### config.mk
export PLATFORM = sky130hd
export DESIGN_NAME = inst_stats_counter
export DESIGN_NICKNAME = d
export VERILOG_FILES = /design/src/rtl/inst_stats_counter_pkg.sv /design/src/rtl/inst_stats_counter_sat_counter.sv /design/src/rtl/inst_stats_counter.sv
export SDC_FILE = /design/constraint.sdc
export NUM_CORES = 1
export LEC_CHECK = 0
export ABC_AREA = 1
export BUFFER_PORTS_ARGS = -buffer_cell sky130_fd_sc_hd__buf_2
export CELL_PAD_IN_SITES_DETAIL_PLACEMENT = 1
export CELL_PAD_IN_SITES_GLOBAL_PLACEMENT = 1
export CORE_ASPECT_RATIO = 1.4
export CORE_UTILIZATION = 30
export DETAILED_ROUTE_END_ITERATION = 8
export PLACE_DENSITY = 0.73
export SLEW_MARGIN = 20
export SYNTH_ARGS = -nofsm -noshare
export SYNTH_HDL_FRONTEND = slang
export SYNTH_SLANG_ARGS = --single-unit
### constraint.sdc
create_clock -name clk -period 2.31 [get_ports clk]
set_input_delay 0.1155 -clock clk [delete_from_list [all_inputs] [get_ports clk]]
set_output_delay 0.1155 -clock clk [all_outputs]
set_load 0.02 [all_outputs]
### src/rtl/inst_stats_counter_pkg.sv
// Shared opcode map, instruction classes and FSM state for the instruction statistics block.
// Latency: n/a (types, constants and a combinational classifier only).
// Backpressure: n/a.
package inst_stats_counter_pkg;

  // Opcode field is retire_inst[31:26]
  localparam logic [5:0] ADD_OP  = 6'b000000;
  localparam logic [5:0] ADDI_OP = 6'b000001;
  localparam logic [5:0] SUB_OP  = 6'b000010;
  localparam logic [5:0] SUBI_OP = 6'b000011;
  localparam logic [5:0] MUL_OP  = 6'b000100;
  localparam logic [5:0] MULI_OP = 6'b000101;
  localparam logic [5:0] OR_OP   = 6'b000110;
  localparam logic [5:0] ORI_OP  = 6'b000111;
  localparam logic [5:0] AND_OP  = 6'b001000;
  localparam logic [5:0] ANDI_OP = 6'b001001;
  localparam logic [5:0] XOR_OP  = 6'b001010;
  localparam logic [5:0] XORI_OP = 6'b001011;
  localparam logic [5:0] LDW_OP  = 6'b001100;
  localparam logic [5:0] STW_OP  = 6'b001101;
  localparam logic [5:0] BZ_OP   = 6'b001110;
  localparam logic [5:0] BEQ_OP  = 6'b001111;
  localparam logic [5:0] JR_OP   = 6'b010000;
  localparam logic [5:0] HALT_OP = 6'b010001;

  typedef enum logic [2:0] {
    ARITH   = 3'd0,
    LOGIC   = 3'd1,
    MEM     = 3'd2,
    CTRL    = 3'd3,
    ILLEGAL = 3'd4
  } inst_class_t;

  typedef enum logic {
    ST_RUN    = 1'b0,
    ST_HALTED = 1'b1
  } state_t;

  // Opcodes are allocated in contiguous class ranges, so the upper bound of each range decides the class
  function automatic inst_class_t classify(input logic [5:0] op);
    inst_class_t cls;
    if (op <= MULI_OP)      cls = ARITH;
    else if (op <= XORI_OP) cls = LOGIC;
    else if (op <= STW_OP)  cls = MEM;
    else if (op <= HALT_OP) cls = CTRL;
    else                    cls = ILLEGAL;
    return cls;
  endfunction

endpackage

### src/rtl/inst_stats_counter_sat_counter.sv
// Saturating up-counter: counts inc pulses, sticks at all-ones, freezes while hold is high.
// Latency: 1 cycle from inc to count.
// Backpressure: none; hold simply freezes the value.
module sat_counter #(
  parameter int W = 16
) (
  input  logic         clk,
  input  logic         reset,
  input  logic         inc,
  input  logic         hold,
  output logic [W-1:0] count
);

  logic [W-1:0] count_q;
  logic [W-1:0] count_d;

  // Next value: step by one unless frozen or already at all-ones
  always_comb begin
    count_d = count_q;
    if (!hold && inc && (count_q != {W{1'b1}})) begin
      count_d = count_q + W'(1);
    end
  end

  // Count register with synchronous clear
  always_ff @(posedge clk) begin
    if (reset) count_q <= '0;
    else       count_q <= count_d;
  end

  assign count = count_q;

endmodule

### src/rtl/inst_stats_counter.sv
// Retired-instruction class, stall and cycle statistics; freezes once HALT retires.
// Latency: 1 cycle from retire/stall edge to counter outputs.
// Backpressure: none; every input is sampled each cycle while running, ignored once halted.
module inst_stats_counter
  import inst_stats_counter_pkg::*;
#(
  parameter int CNT_W   = 16,
  parameter int STALL_W = 32
) (
  input  logic               clk,
  input  logic               reset,
  input  logic               retire_valid,
  input  logic [31:0]        retire_inst,
  input  logic               stall_raw,
  input  logic               stall_fwd,
  output logic [CNT_W-1:0]   arith_inst_cnt,
  output logic [CNT_W-1:0]   logic_inst_cnt,
  output logic [CNT_W-1:0]   mem_inst_cnt,
  output logic [CNT_W-1:0]   ctrl_inst_cnt,
  output logic [STALL_W-1:0] stall_wo_forewarding,
  output logic [STALL_W-1:0] stall_w_forewarding,
  output logic [STALL_W-1:0] cycle_cnt,
  output logic               halted,
  output logic               illegal_op
);

  state_t      state_q;
  state_t      state_d;
  logic        run;
  logic [5:0]  opcode;
  inst_class_t inst_class;
  logic        arith_inc;
  logic        logic_inc;
  logic        mem_inc;
  logic        ctrl_inc;
  logic        illegal_q;
  logic        illegal_d;
  logic        unused_operand_bits;

  assign opcode     = retire_inst[31:26];
  assign inst_class = classify(opcode);
  // Only the opcode matters here; operand fields are deliberately dropped
  assign unused_operand_bits = ^retire_inst[25:0];

  // FSM state register; reset always returns to RUN
  always_ff @(posedge clk) begin
    if (reset) state_q <= ST_RUN;
    else       state_q <= state_d;
  end

  // Next state: a retiring HALT moves to HALTED, which only reset leaves
  always_comb begin
    state_d = state_q;
    if (state_q == ST_RUN && retire_valid && opcode == HALT_OP) begin
      state_d = ST_HALTED;
    end
  end

  // FSM outputs: counting enabled only in RUN (the HALT edge itself still counts)
  always_comb begin
    run    = (state_q == ST_RUN);
    halted = (state_q == ST_HALTED);
  end

  // One-hot class increment for the retiring instruction; illegal opcodes hit none
  always_comb begin
    arith_inc = retire_valid && (inst_class == ARITH);
    logic_inc = retire_valid && (inst_class == LOGIC);
    mem_inc   = retire_valid && (inst_class == MEM);
    ctrl_inc  = retire_valid && (inst_class == CTRL);
    illegal_d = illegal_q | (run && retire_valid && (inst_class == ILLEGAL));
  end

  // Sticky illegal-opcode flag
  always_ff @(posedge clk) begin
    if (reset) illegal_q <= 1'b0;
    else       illegal_q <= illegal_d;
  end

  assign illegal_op = illegal_q;

  sat_counter #(.W(CNT_W)) u_arith_cnt (
    .clk(clk), .reset(reset), .inc(arith_inc), .hold(halted), .count(arith_inst_cnt)
  );
  sat_counter #(.W(CNT_W)) u_logic_cnt (
    .clk(clk), .reset(reset), .inc(logic_inc), .hold(halted), .count(logic_inst_cnt)
  );
  sat_counter #(.W(CNT_W)) u_mem_cnt (
    .clk(clk), .reset(reset), .inc(mem_inc), .hold(halted), .count(mem_inst_cnt)
  );
  sat_counter #(.W(CNT_W)) u_ctrl_cnt (
    .clk(clk), .reset(reset), .inc(ctrl_inc), .hold(halted), .count(ctrl_inst_cnt)
  );
  sat_counter #(.W(STALL_W)) u_stall_raw_cnt (
    .clk(clk), .reset(reset), .inc(stall_raw), .hold(halted), .count(stall_wo_forewarding)
  );
  sat_counter #(.W(STALL_W)) u_stall_fwd_cnt (
    .clk(clk), .reset(reset), .inc(stall_fwd), .hold(halted), .count(stall_w_forewarding)
  );
  sat_counter #(.W(STALL_W)) u_cycle_cnt (
    .clk(clk), .reset(reset), .inc(1'b1), .hold(halted), .count(cycle_cnt)
  );

endmodule

* After elaboration in Yosys (flattened, before gate mapping) *
Index checks and enable logic that the tools add are counted.

cells by class
  add/sub/neg operators = 7
  multipliers = 0
  div/mod/pow operators = 0
  $lt $le $gt $ge = 4
  eq/ne operators = 12
  shifts and indexed selects = 0
  muxes and demuxes = 4
  bitwise operators = 2
  reductions and logical operators = 22

operators with widths
  cell                   number
  $add 32x1->32 const B  3
  $ne 32x32->1 const B   3
  $add 16x1->16 const B  4
  $ne 16x16->1 const B   4
  $logic_and 1x1->1      20
  $le 6x4->1 const B     2
  $mux 3                 4
  $eq 3x2->1 const B     2
  $eq 6x5->1 const B     1
  $le 6x3->1 const B     1
  $le 6x5->1 const B     1
  $eq 3x1->1 const B     1
  $eq 3x3->1 const B     1
  $logic_not 3->1        1
  $logic_not 1->1        1
  $not 1->1              1
  $or 1x1->1             1

storage, ports and cells
  bits in registers = 162
  latch bits = 0
  bits in writable memories = 0
  ROM bits = 0
  output and inout port bits = 162
  word-level logic and storage cells = 60
  memories kept = 0

* Depth between registers and ports, before layout *
  depth after elaboration = 9
  mapped depth = 11
  mapped depth without buffers = 11

* By module *
Synthesis repeated with hierarchy kept, for this count alone.

unflattened totals
  cells, all modules = 1742
  area, all modules = 10642.7 um^2

modules (own cells, without submodules)
  module                         instances  cells each  area each (um^2)  sequential area each (um^2)
  sat_counter (u_cycle_cnt ...)  3          343         2124.5            640.6
  sat_counter (u_arith_cnt ...)  4          170         1014.7            320.3
  inst_stats_counter             1          33          210.2             40.0

* Worst setup path after synthesis *
OpenSTA, ideal clock, no wires.

  kind = register to register
  start = register u_logic_cnt.count_q[1] (netlist: u_logic_cnt.count[1])
  end = register u_logic_cnt.count_q[1] (netlist: u_logic_cnt.count[1])
  library setup time = 0.116 ns
  arrival = 1.694 ns
  slack = 0.500 ns
  cell stages (with the launch flop) = 12
  path buffers = 1
  clock period less this slack = 1.810 ns
  cell sequence = dfxtp_1 -> ha_1 -> nand2_1 -> inv_1 -> nand2_1 -> nor2_1 -> nand3_1 -> nand2_2 -> inv_2 -> buf_6 -> nor2_1 -> nor2_1

between the ends
  word-level cells in the longest chain between the ends = 2

ends and longest elaborated chain
  what                                                                   RTL line                              RTL
  from (decl)                                                            inst_stats_counter_sat_counter.sv:14  logic [W-1:0] count_q;
  from (signal assigned)                                                 inst_stats_counter_sat_counter.sv:28  else count_q <= count_d;
  parallel branches: the longest is 2 deep, another holds $add 16x1->16  --

Parallel ways; which one is timed is not known.
A chain may end at the register's enable or synchronous reset.

* Worst setup path after layout *
  start = register u_stall_raw_cnt.count_q[1] (netlist: u_stall_raw_cnt.count[1])
  end = register u_stall_raw_cnt.count_q[9] (netlist: u_stall_raw_cnt.count[9])

between the ends
  word-level cells in the longest chain between the ends = 2

ends and longest elaborated chain
  what                                                                   RTL line
  from (decl)                                                            inst_stats_counter_sat_counter.sv:14
  from (signal assigned)                                                 inst_stats_counter_sat_counter.sv:28
  parallel branches: the longest is 2 deep, another holds $add 32x1->32  --

Parallel ways; which one is timed is not known.

==> flow_summary.json <==
{
  "status": "completed",
  "dieArea_um2": 34100,
  "drc": 0,
  "cp-start-kind": "register",
  "cp_max_fo": 31,
  "wl_um": 33700,
  "ant_nets": 0,
  "cts_buffers": 17,
  "synth.distinct_cells": 37,
  "overflow": 0,
  "setup_viol": 0,
  "cts_tree": "yes",
  "chipHeight_um": 218,
  "via_per_inst": 4.82,
  "hold_violations": 0,
  "core_um2": 32600,
  "grt_use_met1_pct": 21.9,
  "max-cap-violations": 0,
  "rsz0062_at_grt": "no",
  "start_util_pct": 30.7,
  "num_rows": 78,
  "place.gp.congestion": 0.849,
  "hold_path_class": "in2reg",
  "leakage_uw": 0.00478,
  "placed_area_um2": 11400,
  "final_core_util_pct": 36.9,
  "filler_cell_count": 4429,
  "peakVddDrop_mv": 0.351,
  "syn_area_um2": 10000,
  "cp-end-kind": "register",
  "antenna_found_initial": 0,
  "maxSlewViolCount": 0,
  "diodes": 0,
  "io_buffers": 172,
  "first_global_vias": 10986,
  "post-dp-hpwl_um": 25500,
  "h-tree-depth": 4,
  "p_per_area_nw_per_um2": 514,
  "path_clk_slew_ns": 0.07,
  "use_met3_pct": 3.60,
  "root_buffer": "clkbuf_16",
  "cp.arrival_ns": 2.29,
  "yosysWarningCount": 0,
  "tns_ns": 0,
  "dr_total_vias": 10833,
  "period_share_pct": 85.5,
  "layout_common_cells": "nand2_1 (631), nor2_1 (236), buf_2 (171)",
  "final_net_count": 1838,
  "multi_input_area_um2": 6060,
  "synth-seq-cells": 162,
  "grt-busiest-layer": "met2",
  "clk_latency_ns": 0.46,
  "wl_per_cell_um": 15.0,
  "relSlewSlack_pct": 57.1,
  "grt_pass1_wl_um": 54300,
  "die_x_um": 156,
  "seq_area_um2": 3240,
  "finClkSkew_ns": 0.00988,
  "use_met2_pct": 37.9,
  "finalCriticalPeriod_ns": 1.98,
  "clock.fmax_mhz": 506,
  "first_iter_violations": 372,
  "grt_usage_pct": 20.2,
  "io_pins": 199,
  "worst_slew_pin_slew_ns": 0.643,
  "path_class": "reg2reg",
  "synth_nets": 1657,
  "final_layout_size_suffix_gt1_share_pct": 15.9,
  "syn_avg_cell_area_um2": 6.20,
  "syn_inst": 1613,
  "cts_sinks": 162,
  "dr.pass1.iters": 4,
  "layout_commonest_cell": "nand2_1",
  "r2r_slack_ns": 0.33,
  "syn2layout_area_growth_pct": 20.1,
  "grt_max_degree": 108,
  "stdcell_area_um2": 12000,
  "yosysSeqAreaShare_pct": 32.4,
  "worst_ep_required_time_ns": 2.63,
  "clock_path_buffers": 2
}
[final cells by class]
| class | count | share of cell area (%) |
|---|---|---|
| Timing Repair Buffer | 205 | 9.52 |
| Clock buffer | 18 | 3.57 |
| Sequential cell | 162 | 27.0 |
| Tap cell | 440 | 4.58 |
| Inverter | 108 | 3.37 |
| Multi-Input combinational cell | 1300 | 50.5 |
| Clock inverter | 14 | 1.50 |
[sequential cells by signal (all words and copies together) (netlist names)]
name                   flops
u_cycle_cnt.count         32
u_arith_cnt.count         16
halted                     1
u_mem_cnt.count           16
u_logic_cnt.count         16
u_ctrl_cnt.count          16
u_stall_raw_cnt.count     32
u_stall_fwd_cnt.count     32
illegal_op                 1
[Yosys cell counts, drive strengths merged]
cell type / count / share of area [%]
a21oi: 137 / 7.0
a31oi: 1 / 0.063
and2: 1 / 0.063
and3: 1 / 0.063
buf: 25 / 2.3
clkbuf: 18 / 0.69
clkinv: 2 / 0.075
dfxtp: 162 / 32
ha: 7 / 0.88
inv: 106 / 4.0
nand2: 651 / 25
nand3: 60 / 3.1
nand3b: 36 / 2.7
nand4: 16 / 1.0
nor2: 255 / 10
nor3: 25 / 1.5
nor3b: 3 / 0.23
o21a: 1 / 0.075
o21ai: 25 / 1.3
o21bai: 2 / 0.15
or2: 1 / 0.063
xnor2: 23 / 2.0
xor2: 55 / 4.8
[worst paths after layout]
check,start,to,cells after the start
min reg2reg,illegal_op,illegal_op,1
min,reset,u_stall_raw_cnt.count[22],2
max reg2reg,u_stall_raw_cnt.count[1],u_stall_raw_cnt.count[9],10
max,u_stall_raw_cnt.count[1],u_stall_raw_cnt.count[9],10
[per-stage QoR]
| stage | cells | hold slack, ns | setup WS [ns] | power, uW |
|---|---|---|---|---|
| floorplan | 1613 | 0.312 | 0.500 | 3080 |
| global placement | 2212 | 0.445 | 0.401 | 3160 |
| detailed placement | 2212 | 0.446 | 0.341 | 3170 |
| CTS | 2247 | 0.0432 | 0.326 | 6280 |
| global route | 2247 | 0.0601 | 0.0937 | 6390 |
| finish | 2247 | 0.0624 | 0.334 | 6170 |
[kinds of logic (layout without fill, tap and decap cells)]
group	count (synthesis)	after routing	synth area share [%]
DFF	162	162	32.4
and+or+nand+nor	1049	1049	44.3
AOI/OAI and AO/OA	166	166	8.54
xor gates and xnor gates	78	78	6.83
adders and majority gates	7	7	0.875
buffers and inverters	151	345	7.00
[repair_timing]
item                                   in CTS  in global routing
resized for setup                           0                  0
hold buffers                                3                  0
endpoints found under the hold margin       1                  0
buffers inserted                            0                  0
[per-layer routing]
layer	vias to the layer above	part of all wire (%)
li1	5442	-
met3	57	3.1
met5	-	0
met2	172	52
met4	0	3.0
met1	5162	42
[critical path, cell delays in order (launching register included)]
cell and delay [ns]:
dfxtp_1 0.38, ha_1 0.22, nand3_1 0.21, inv_2 0.15
nand2_2 0.08, nor2_2 0.17, nand2_2 0.10, nand2_4 0.08
inv_2 0.22, nand2_1 0.16, a21oi_1 0.07
[where the power goes]
part / internal (uW) / total, uW / switching (uW)
clock network: 1720 / 3070 / 1350
logic: 70.2 / 272 / 201
registers: 2810 / 2830 / 21.7
Power figures use the tool's default switching activity.
